===== config.mk =====
export PLATFORM = sky130hd
export DESIGN_NAME = uart_rx_cfg_sampler
export DESIGN_NICKNAME = d
export VERILOG_FILES = /design/src/rtl/uart_rx_cfg_sampler.sv
export SDC_FILE = /design/constraint.sdc
export NUM_CORES = 1
export LEC_CHECK = 0
export CAP_MARGIN = 10
export CORE_MARGIN = 4
export CORE_UTILIZATION = 55
export DETAILED_ROUTE_END_ITERATION = 6
export PLACE_DENSITY = 0.86
export SLEW_MARGIN = 20
export SYNTH_ARGS = -nofsm -noshare
export SYNTH_HDL_FRONTEND = slang
export SYNTH_SLANG_ARGS = --single-unit

===== constraint.sdc =====
create_clock -name clk_sys -period 8.6 [get_ports clk_sys]
set_clock_uncertainty 0.05 [all_clocks]
set_input_delay 1.72 -clock clk_sys [delete_from_list [all_inputs] [get_ports clk_sys]]
set_output_delay 1.72 -clock clk_sys [all_outputs]
set_load 0.01 [all_outputs]

===== src/rtl/uart_rx_cfg_sampler.sv =====
// -----------------------------------------------------------------------------
// uart_rx_cfg_sampler
//
// Parametrised UART receiver with a programmable oversample-tick divider,
// configurable frame format (5..DATA_W_MAX data bits, optional odd/even parity,
// one or two stop bits) and 3-sample majority voting around mid-bit.
// Received frames are presented through a valid/ready holding register.
// Errors are reported through sticky frame/parity/overrun flags.
//
// Ports
//   clk_sys         system clock
//   RST             asynchronous active-high reset
//   rx_bit          asynchronous serial input, idle high
//   baud_div        clk_sys cycles per oversample tick (0 behaves as 1)
//   cfg_data_bits   payload bits, clamped to 5..DATA_W_MAX
//   cfg_parity_en   parity bit present after payload
//   cfg_parity_odd  1 = odd parity, 0 = even parity
//   cfg_stop2       two stop bits are checked
//   data_rx         received payload, right-aligned, unused MSBs zero
//   data_valid      data_rx holds an unconsumed frame
//   data_ready      consumer accepts data_rx when data_valid & data_ready
//   frame_err       sticky: a stop bit was sampled low
//   parity_err      sticky: a delivered frame had a parity mismatch
//   overrun_err     sticky: a frame completed while the holding register was full
//   err_clr         clears the three sticky flags (a same-cycle set wins)
//   busy            receiver FSM is not idle
// -----------------------------------------------------------------------------
module uart_rx_cfg_sampler #(
  parameter int DIV_W      = 16,
  parameter int DATA_W_MAX = 8,
  parameter int OS         = 16
) (
  input  logic                  clk_sys,
  input  logic                  RST,
  input  logic                  rx_bit,
  input  logic [DIV_W-1:0]      baud_div,
  input  logic [3:0]            cfg_data_bits,
  input  logic                  cfg_parity_en,
  input  logic                  cfg_parity_odd,
  input  logic                  cfg_stop2,
  output logic [DATA_W_MAX-1:0] data_rx,
  output logic                  data_valid,
  input  logic                  data_ready,
  output logic                  frame_err,
  output logic                  parity_err,
  output logic                  overrun_err,
  input  logic                  err_clr,
  output logic                  busy
);

  localparam int SMP_W = $clog2(OS);
  localparam int CNT_W = $clog2(DATA_W_MAX + 1);

  // Oversample positions: three votes straddling mid-bit, and the bit wrap.
  localparam logic [SMP_W-1:0] SMP_A    = SMP_W'(OS / 2 - 1);
  localparam logic [SMP_W-1:0] SMP_B    = SMP_W'(OS / 2);
  localparam logic [SMP_W-1:0] SMP_C    = SMP_W'(OS / 2 + 1);
  localparam logic [SMP_W-1:0] SMP_LAST = SMP_W'(OS - 1);

  typedef enum logic [2:0] {
    S_IDLE,
    S_START,
    S_DATA,
    S_PARITY,
    S_STOP,
    S_WAIT_HI
  } state_t;

  state_t state_q, state_d;

  // Input synchroniser
  logic rx_meta_q, rx_meta_d;
  logic rx_s_q, rx_s_d;

  // Timing
  logic [DIV_W-1:0] div_cnt_q, div_cnt_d;
  logic [SMP_W-1:0] smp_cnt_q, smp_cnt_d;
  logic             s0_q, s0_d;
  logic             s1_q, s1_d;

  // Frame configuration captured at start detection
  logic [DIV_W-1:0] div_q, div_d;
  logic [CNT_W-1:0] nbits_q, nbits_d;
  logic             par_en_q, par_en_d;
  logic             par_odd_q, par_odd_d;
  logic             stop2_q, stop2_d;

  // Frame assembly
  logic [CNT_W-1:0]      bit_cnt_q, bit_cnt_d;
  logic [DATA_W_MAX-1:0] shift_q, shift_d;
  logic                  par_bad_q, par_bad_d;
  logic                  stop_first_q, stop_first_d;
  logic                  done_q, done_d;

  // Holding register and flags
  logic [DATA_W_MAX-1:0] data_rx_q, data_rx_d;
  logic                  data_valid_q, data_valid_d;
  logic                  frame_err_q, frame_err_d;
  logic                  parity_err_q, parity_err_d;
  logic                  overrun_err_q, overrun_err_d;

  // Combinational helpers
  logic [DIV_W-1:0]      div_eff;
  logic                  tick;
  logic                  at_dec;
  logic                  at_wrap;
  logic                  vote;
  logic                  start_det;
  logic [CNT_W-1:0]      nbits_cfg;
  logic [DATA_W_MAX-1:0] bit_sel;
  logic                  frame_set;
  logic                  load;

  // A zero divisor behaves as one so the tick never stalls.
  assign div_eff   = (div_q == '0) ? DIV_W'(1) : div_q;
  // >= rather than == so a freshly latched smaller divisor cannot strand div_cnt.
  assign tick      = (div_cnt_q >= (div_eff - DIV_W'(1)));
  assign at_dec    = tick && (smp_cnt_q == SMP_C);
  assign at_wrap   = tick && (smp_cnt_q == SMP_LAST);
  // Third sample is the live rx_s at the decision tick.
  assign vote      = (s0_q & s1_q) | (s0_q & rx_s_q) | (s1_q & rx_s_q);
  assign start_det = (state_q == S_IDLE) && !rx_s_q;

  // Clamp the requested payload width into the supported range.
  always_comb begin
    if (cfg_data_bits < 4'd5) begin
      nbits_cfg = CNT_W'(5);
    end else if (int'(cfg_data_bits) > DATA_W_MAX) begin
      nbits_cfg = CNT_W'(DATA_W_MAX);
    end else begin
      nbits_cfg = CNT_W'(cfg_data_bits);
    end
  end

  // One-hot decode of the payload bit position being received.
  generate
    for (genvar gi = 0; gi < DATA_W_MAX; gi++) begin : g_bit_sel
      assign bit_sel[gi] = (bit_cnt_q == CNT_W'(gi));
    end
  endgenerate

  // ---------------------------------------------------------------------------
  // FSM: state register
  // ---------------------------------------------------------------------------
  always_ff @(posedge clk_sys or posedge RST) begin
    if (RST) begin
      state_q <= S_IDLE;
    end else begin
      state_q <= state_d;
    end
  end

  // ---------------------------------------------------------------------------
  // FSM: next-state logic (IDLE and WAIT_HI react every cycle, others on tick)
  // ---------------------------------------------------------------------------
  always_comb begin
    state_d = state_q;
    unique case (state_q)
      S_IDLE: begin
        if (!rx_s_q) state_d = S_START;
      end
      S_START: begin
        if (at_dec && vote) begin
          state_d = S_IDLE;              // glitch, not a real start bit
        end else if (at_wrap) begin
          state_d = S_DATA;
        end
      end
      S_DATA: begin
        // bit_cnt has already been bumped at the decision tick of the last bit.
        if (at_wrap && (bit_cnt_q == nbits_q)) begin
          state_d = par_en_q ? S_PARITY : S_STOP;
        end
      end
      S_PARITY: begin
        if (at_wrap) state_d = S_STOP;
      end
      S_STOP: begin
        if (at_dec) begin
          if (!vote) begin
            state_d = S_WAIT_HI;
          end else if (!(stop2_q && !stop_first_q)) begin
            state_d = S_IDLE;            // complete mid-stop to allow back-to-back frames
          end
        end
      end
      S_WAIT_HI: begin
        if (rx_s_q) state_d = S_IDLE;
      end
      default: state_d = S_IDLE;
    endcase
  end

  // ---------------------------------------------------------------------------
  // Datapath next-state logic
  // ---------------------------------------------------------------------------
  always_comb begin
    rx_meta_d     = rx_bit;
    rx_s_d        = rx_meta_q;

    div_cnt_d     = tick ? '0 : (div_cnt_q + DIV_W'(1));
    smp_cnt_d     = smp_cnt_q;
    s0_d          = s0_q;
    s1_d          = s1_q;

    div_d         = div_q;
    nbits_d       = nbits_q;
    par_en_d      = par_en_q;
    par_odd_d     = par_odd_q;
    stop2_d       = stop2_q;

    bit_cnt_d     = bit_cnt_q;
    shift_d       = shift_q;
    par_bad_d     = par_bad_q;
    stop_first_d  = stop_first_q;
    done_d        = 1'b0;
    frame_set     = 1'b0;

    data_rx_d     = data_rx_q;
    data_valid_d  = data_valid_q;

    if (tick) begin
      smp_cnt_d = (smp_cnt_q == SMP_LAST) ? '0 : (smp_cnt_q + SMP_W'(1));
      if (smp_cnt_q == SMP_A) s0_d = rx_s_q;
      if (smp_cnt_q == SMP_B) s1_d = rx_s_q;
    end

    if (start_det) begin
      smp_cnt_d    = '0;
      bit_cnt_d    = '0;
      shift_d      = '0;
      par_bad_d    = 1'b0;
      stop_first_d = 1'b0;
      div_d        = baud_div;
      nbits_d      = nbits_cfg;
      par_en_d     = cfg_parity_en;
      par_odd_d    = cfg_parity_odd;
      stop2_d      = cfg_stop2;
    end

    unique case (state_q)
      S_DATA: begin
        if (at_dec) begin
          for (int i = 0; i < DATA_W_MAX; i++) begin
            if (bit_sel[i]) shift_d[i] = vote;
          end
          bit_cnt_d = bit_cnt_q + CNT_W'(1);
        end
      end
      S_PARITY: begin
        // Unused MSBs of shift_q are zero, so a full-width XOR is the payload XOR.
        if (at_dec) par_bad_d = (vote != ((^shift_q) ^ par_odd_q));
      end
      S_STOP: begin
        if (at_dec) begin
          if (!vote) begin
            frame_set = 1'b1;
          end else if (stop2_q && !stop_first_q) begin
            stop_first_d = 1'b1;
          end else begin
            done_d = 1'b1;
          end
        end
      end
      default: ;
    endcase

    // Holding register: a new load has priority over a same-cycle consume.
    load = done_q && (!data_valid_q || data_ready);
    if (load) begin
      data_rx_d    = shift_q;
      data_valid_d = 1'b1;
    end else if (data_valid_q && data_ready) begin
      data_valid_d = 1'b0;
    end

    frame_err_d   = (err_clr ? 1'b0 : frame_err_q)   | frame_set;
    parity_err_d  = (err_clr ? 1'b0 : parity_err_q)  | (load && par_bad_q);
    overrun_err_d = (err_clr ? 1'b0 : overrun_err_q) | (done_q && !load);
  end

  always_ff @(posedge clk_sys or posedge RST) begin
    if (RST) begin
      rx_meta_q     <= 1'b1;
      rx_s_q        <= 1'b1;
      div_cnt_q     <= '0;
      smp_cnt_q     <= '0;
      s0_q          <= 1'b0;
      s1_q          <= 1'b0;
      div_q         <= '0;
      nbits_q       <= '0;
      par_en_q      <= 1'b0;
      par_odd_q     <= 1'b0;
      stop2_q       <= 1'b0;
      bit_cnt_q     <= '0;
      shift_q       <= '0;
      par_bad_q     <= 1'b0;
      stop_first_q  <= 1'b0;
      done_q        <= 1'b0;
      data_rx_q     <= '0;
      data_valid_q  <= 1'b0;
      frame_err_q   <= 1'b0;
      parity_err_q  <= 1'b0;
      overrun_err_q <= 1'b0;
    end else begin
      rx_meta_q     <= rx_meta_d;
      rx_s_q        <= rx_s_d;
      div_cnt_q     <= div_cnt_d;
      smp_cnt_q     <= smp_cnt_d;
      s0_q          <= s0_d;
      s1_q          <= s1_d;
      div_q         <= div_d;
      nbits_q       <= nbits_d;
      par_en_q      <= par_en_d;
      par_odd_q     <= par_odd_d;
      stop2_q       <= stop2_d;
      bit_cnt_q     <= bit_cnt_d;
      shift_q       <= shift_d;
      par_bad_q     <= par_bad_d;
      stop_first_q  <= stop_first_d;
      done_q        <= done_d;
      data_rx_q     <= data_rx_d;
      data_valid_q  <= data_valid_d;
      frame_err_q   <= frame_err_d;
      parity_err_q  <= parity_err_d;
      overrun_err_q <= overrun_err_d;
    end
  end

  // ---------------------------------------------------------------------------
  // FSM / register outputs
  // ---------------------------------------------------------------------------
  always_comb begin
    busy        = (state_q != S_IDLE);
    data_rx     = data_rx_q;
    data_valid  = data_valid_q;
    frame_err   = frame_err_q;
    parity_err  = parity_err_q;
    overrun_err = overrun_err_q;
  end

endmodule


==> flow_summary.yaml <==
clock_tree:
  tritoncts_num_sinks: 77
  cts_resized: 0
  ctsHoldBuffers: 0
  path_clk_slew_ps: 90
  cts_root_buffer: "clkbuf_8"
  cts_tree: "done"
  cts_setup_buffers: 0
  tritoncts.num_buffers: 9
  clock_latency_ps: 350
  cts_max_path_buffers: 2
  h-tree-depth: 3
worst_setup_path:
  crit_fanout: 15
  timing.rr.end: "shift_q[0]"
  path_cells: "or4_1 > or3_1 > nor4_1 > a21oi_1 > ha_1 > nor3b_1 > nand2_1 > nor3_1 > xnor2_1 > ha_1 > nand4_1 > or3_1 > or4_4 > a311oi_4 > and4b_1 > mux2i_1"
  critical_path.startpoint_type: "flip-flop"
  r2r.worst_path.cells: 16
  crit_path_max_incr_delay_ps: 610
  critPathKind: "reg2reg"
  cp-end-kind: "flip-flop"
  cp_slowest_cell: "or4_4"
  reg2reg_from: "div_q[7]"
  critical_path_arrival_ps: 5760
  r2r_slack_ps: 3070
  crit_required_ps: 8820
synthesis:
  synthFlopType: "dfrtp_1"
  yosys_warnings: 0
  synth_cell_type_count: 45
  synthCells: 437
  synth_area_per_cell_um2: 9.60
  async_flop_share_pct: 100
  synth-seq-cells: 77
  syn_nets: 490
  synth_edf_count: 0
  yosysSeqAreaShare_pct: 46.0
  synth_area_um2: 4200
placed_design:
  dp_slack_ps: 3150
  place_hpwl_um: 6270
  dp_cells: 564
  globalplace.congestion: 0.909
  port_buffers: 40
layout:
  seqCellArea_um2: 1930
  utilization_pct: 66.3
  drive_gt1_share_pct: 8.14
  final_nets: 529
  diodes: 0
  fillers: 538
  layout_common_cells: "92 x nand2_1, 75 x dfrtp_1, 40 x clkdlybuf4s50_1"
  area_growth_pct: 15.9
  final_cells: 578
  multi_input_area_um2: 2150
  layout_commonest_cell: "nand2_1"
detailed_routing:
  via_count: 3270
  wl_um: 9020
  viasPerCell: 5.66
  drtIter0Drc: 195
  post_drt_wl_per_cell_um: 15.6
  first_pass_iters: 5
  ant_nets: 0
  drc_errors: 0
grt:
  grt-ovfl-total: 0
  antenna_found_initial: 0
  grt_pass1_wl_um: 15000
  grt_pass1_vias: 3275
  track_usage_pct: 21.4
  grt_max_degree: 78
power_and_ir_drop:
  p_leak_nw: 2.25
  irDropWorstVdd_mv: 0.0949
  power_density_nw_per_um2: 159
sta:
  fmax_ghz: 0.181
  hold_violations: 0
  period_needed_ps: 5530
  slew_headroom_pct: 35.8
  setup_slack_ps: 3070
  slew_viol_final: 0
  finalSetupTns_ps: 0
  setup_violations: 0
  fin_crit_sh_pct: 64.4
  grt_setup_unrepaired: "no"
  tightestPinTransition_ps: 963
floorplanning:
  initial_utilization_pct: 57.2
  die_w_um: 95.4
  die_h_um: 95.4
  pin_count: 41
  dieArea_um2: 9090
  core_area_um2: 7330
  row_count: 31
status:
  status: "finished, final reports clean"
min_path:
  holdPathStages: 0
  min_to: "rx_s_q"
  hp-start: "rx_meta_q"
  hold_path_class: "reg2reg"
run:
  drv_cap: 0
layout make-up:
class | instances | share of cell area [%]
clock buffers | 9 | 2.55
inverters | 17 | 1.31
clock inverters | 5 | 1.29
multi-input cells | 330 | 44.2
repair buffers | 41 | 8.39
flip-flops and latches | 77 | 39.7
well taps | 99 | 2.55
flip-flops by register name, summed over array words and instances, names as in the netlist, 3 cells and up:
name,cells
shift_q,8
nbits_q,4
div_q,16
data_rx,8
div_cnt_q,16
bit_cnt_q,4
state_q,3
smp_cnt_q,4
worst max-delay path, delay by kind of cell, from the launching register on:
family | cells | cell delay, ps
flip-flops | 1 | 440
XOR/XNOR | 1 | 140
AND/OR/NAND/NOR | 10 | 3280
multiplexers | 1 | 220
adder cells (fa/ha/maj) | 2 | 550
AO/OA/AOI/OAI | 2 | 790
routing by layer:
layer  vias up  part of all wire, %  GRT usage (%)
met2        99                   49           34.5
met5         -                    0              0
met1      1595                   45           28.4
met3        13                  4.8           5.13
met4         0                  1.4           7.09
li1       1563                    -              -
where the power goes:
| part | internal, W | total (W) | switching (W) | leakage, nW |
|---|---|---|---|---|
| Clock | 0.000132 | 0.000269 | 0.000137 | 0.0878 |
| Sequential | 0.000383 | 0.000410 | 0.0000274 | 0.998 |
| Combinational | 0.0000483 | 0.0000946 | 0.0000464 | 1.17 |
cell families (layout without fill, tap and decap cells):
| kind of cell | Yosys count | in the layout | synth area share [%] |
|---|---|---|---|
| adders and majority gates | 25 | 25 | 7.45 |
| DFF | 77 | 77 | 46.0 |
| and+or+nand+nor | 198 | 198 | 22.1 |
| AOI/OAI and AO/OA | 44 | 44 | 7.36 |
| buffers and inverters | 30 | 72 | 2.95 |
| xor gates and xnor gates | 40 | 40 | 8.35 |
| muxes | 23 | 23 | 5.78 |
metrics by stage:
stage	instance area, µm²	hold WS (ps)	total power (W)
2_1_floorplan	4200	295	0.000474
3_3_place_gp	4670	301	0.000503
3_5_place_dp	4670	303	0.000511
4_1_cts	4860	317	0.000778
5_1_grt	4860	317	0.000810
6_report	4860	314	0.000774
worst max-delay path by stage:
| stage | end | depth (start not counted) | slack [ps] | from |
|---|---|---|---|---|
| 2_1_floorplan | shift_q[4] | 17 | 3870 | div_q[7] |
| 3_3_place_gp | s0_q | 16 | 3450 | div_q[7] |
| 5_1_grt | shift_q[1] | 16 | 2840 | div_q[7] |
| 4_1_cts | shift_q[1] | 16 | 3130 | div_q[7] |
| 3_5_place_dp | shift_q[1] | 16 | 3150 | div_q[7] |
| 6_report | shift_q[0] | 16 | 3070 | div_q[7] |
Yosys cell counts (2+ instances only):
library cell / instances / area (µm²)
o31ai_1: 3 / 22.5
a31oi_1: 3 / 18.8
nand4_1: 11 / 68.8
inv_1: 16 / 60.1
dfstp_2: 2 / 52.6
dfrtp_1: 75 / 1880
or3_1: 5 / 31.3
nor4_1: 3 / 18.8
and3_1: 6 / 37.5
nand2_1: 92 / 345
a221oi_1: 2 / 17.5
or2_2: 4 / 25.0
or4_1: 2 / 15.0
nor2b_1: 4 / 25.0
and4b_1: 5 / 50.1
xnor2_1: 25 / 219
mux2_2: 10 / 113
o21ai_0: 9 / 45.0
xor2_1: 15 / 131
mux2i_1: 13 / 130
nand2b_1: 4 / 25.0
o21a_1: 3 / 22.5
and2_1: 3 / 18.8
a41oi_1: 3 / 26.3
a31o_2: 2 / 17.5
a21oi_1: 11 / 55.1
buf_2: 3 / 15.0
o22ai_1: 2 / 12.5
nor3_1: 7 / 35.0
nor2_1: 36 / 135
nand3_1: 12 / 60.1
ha_1: 25 / 313
clkbuf_1: 9 / 33.8
(Power assumes the default switching activity.)
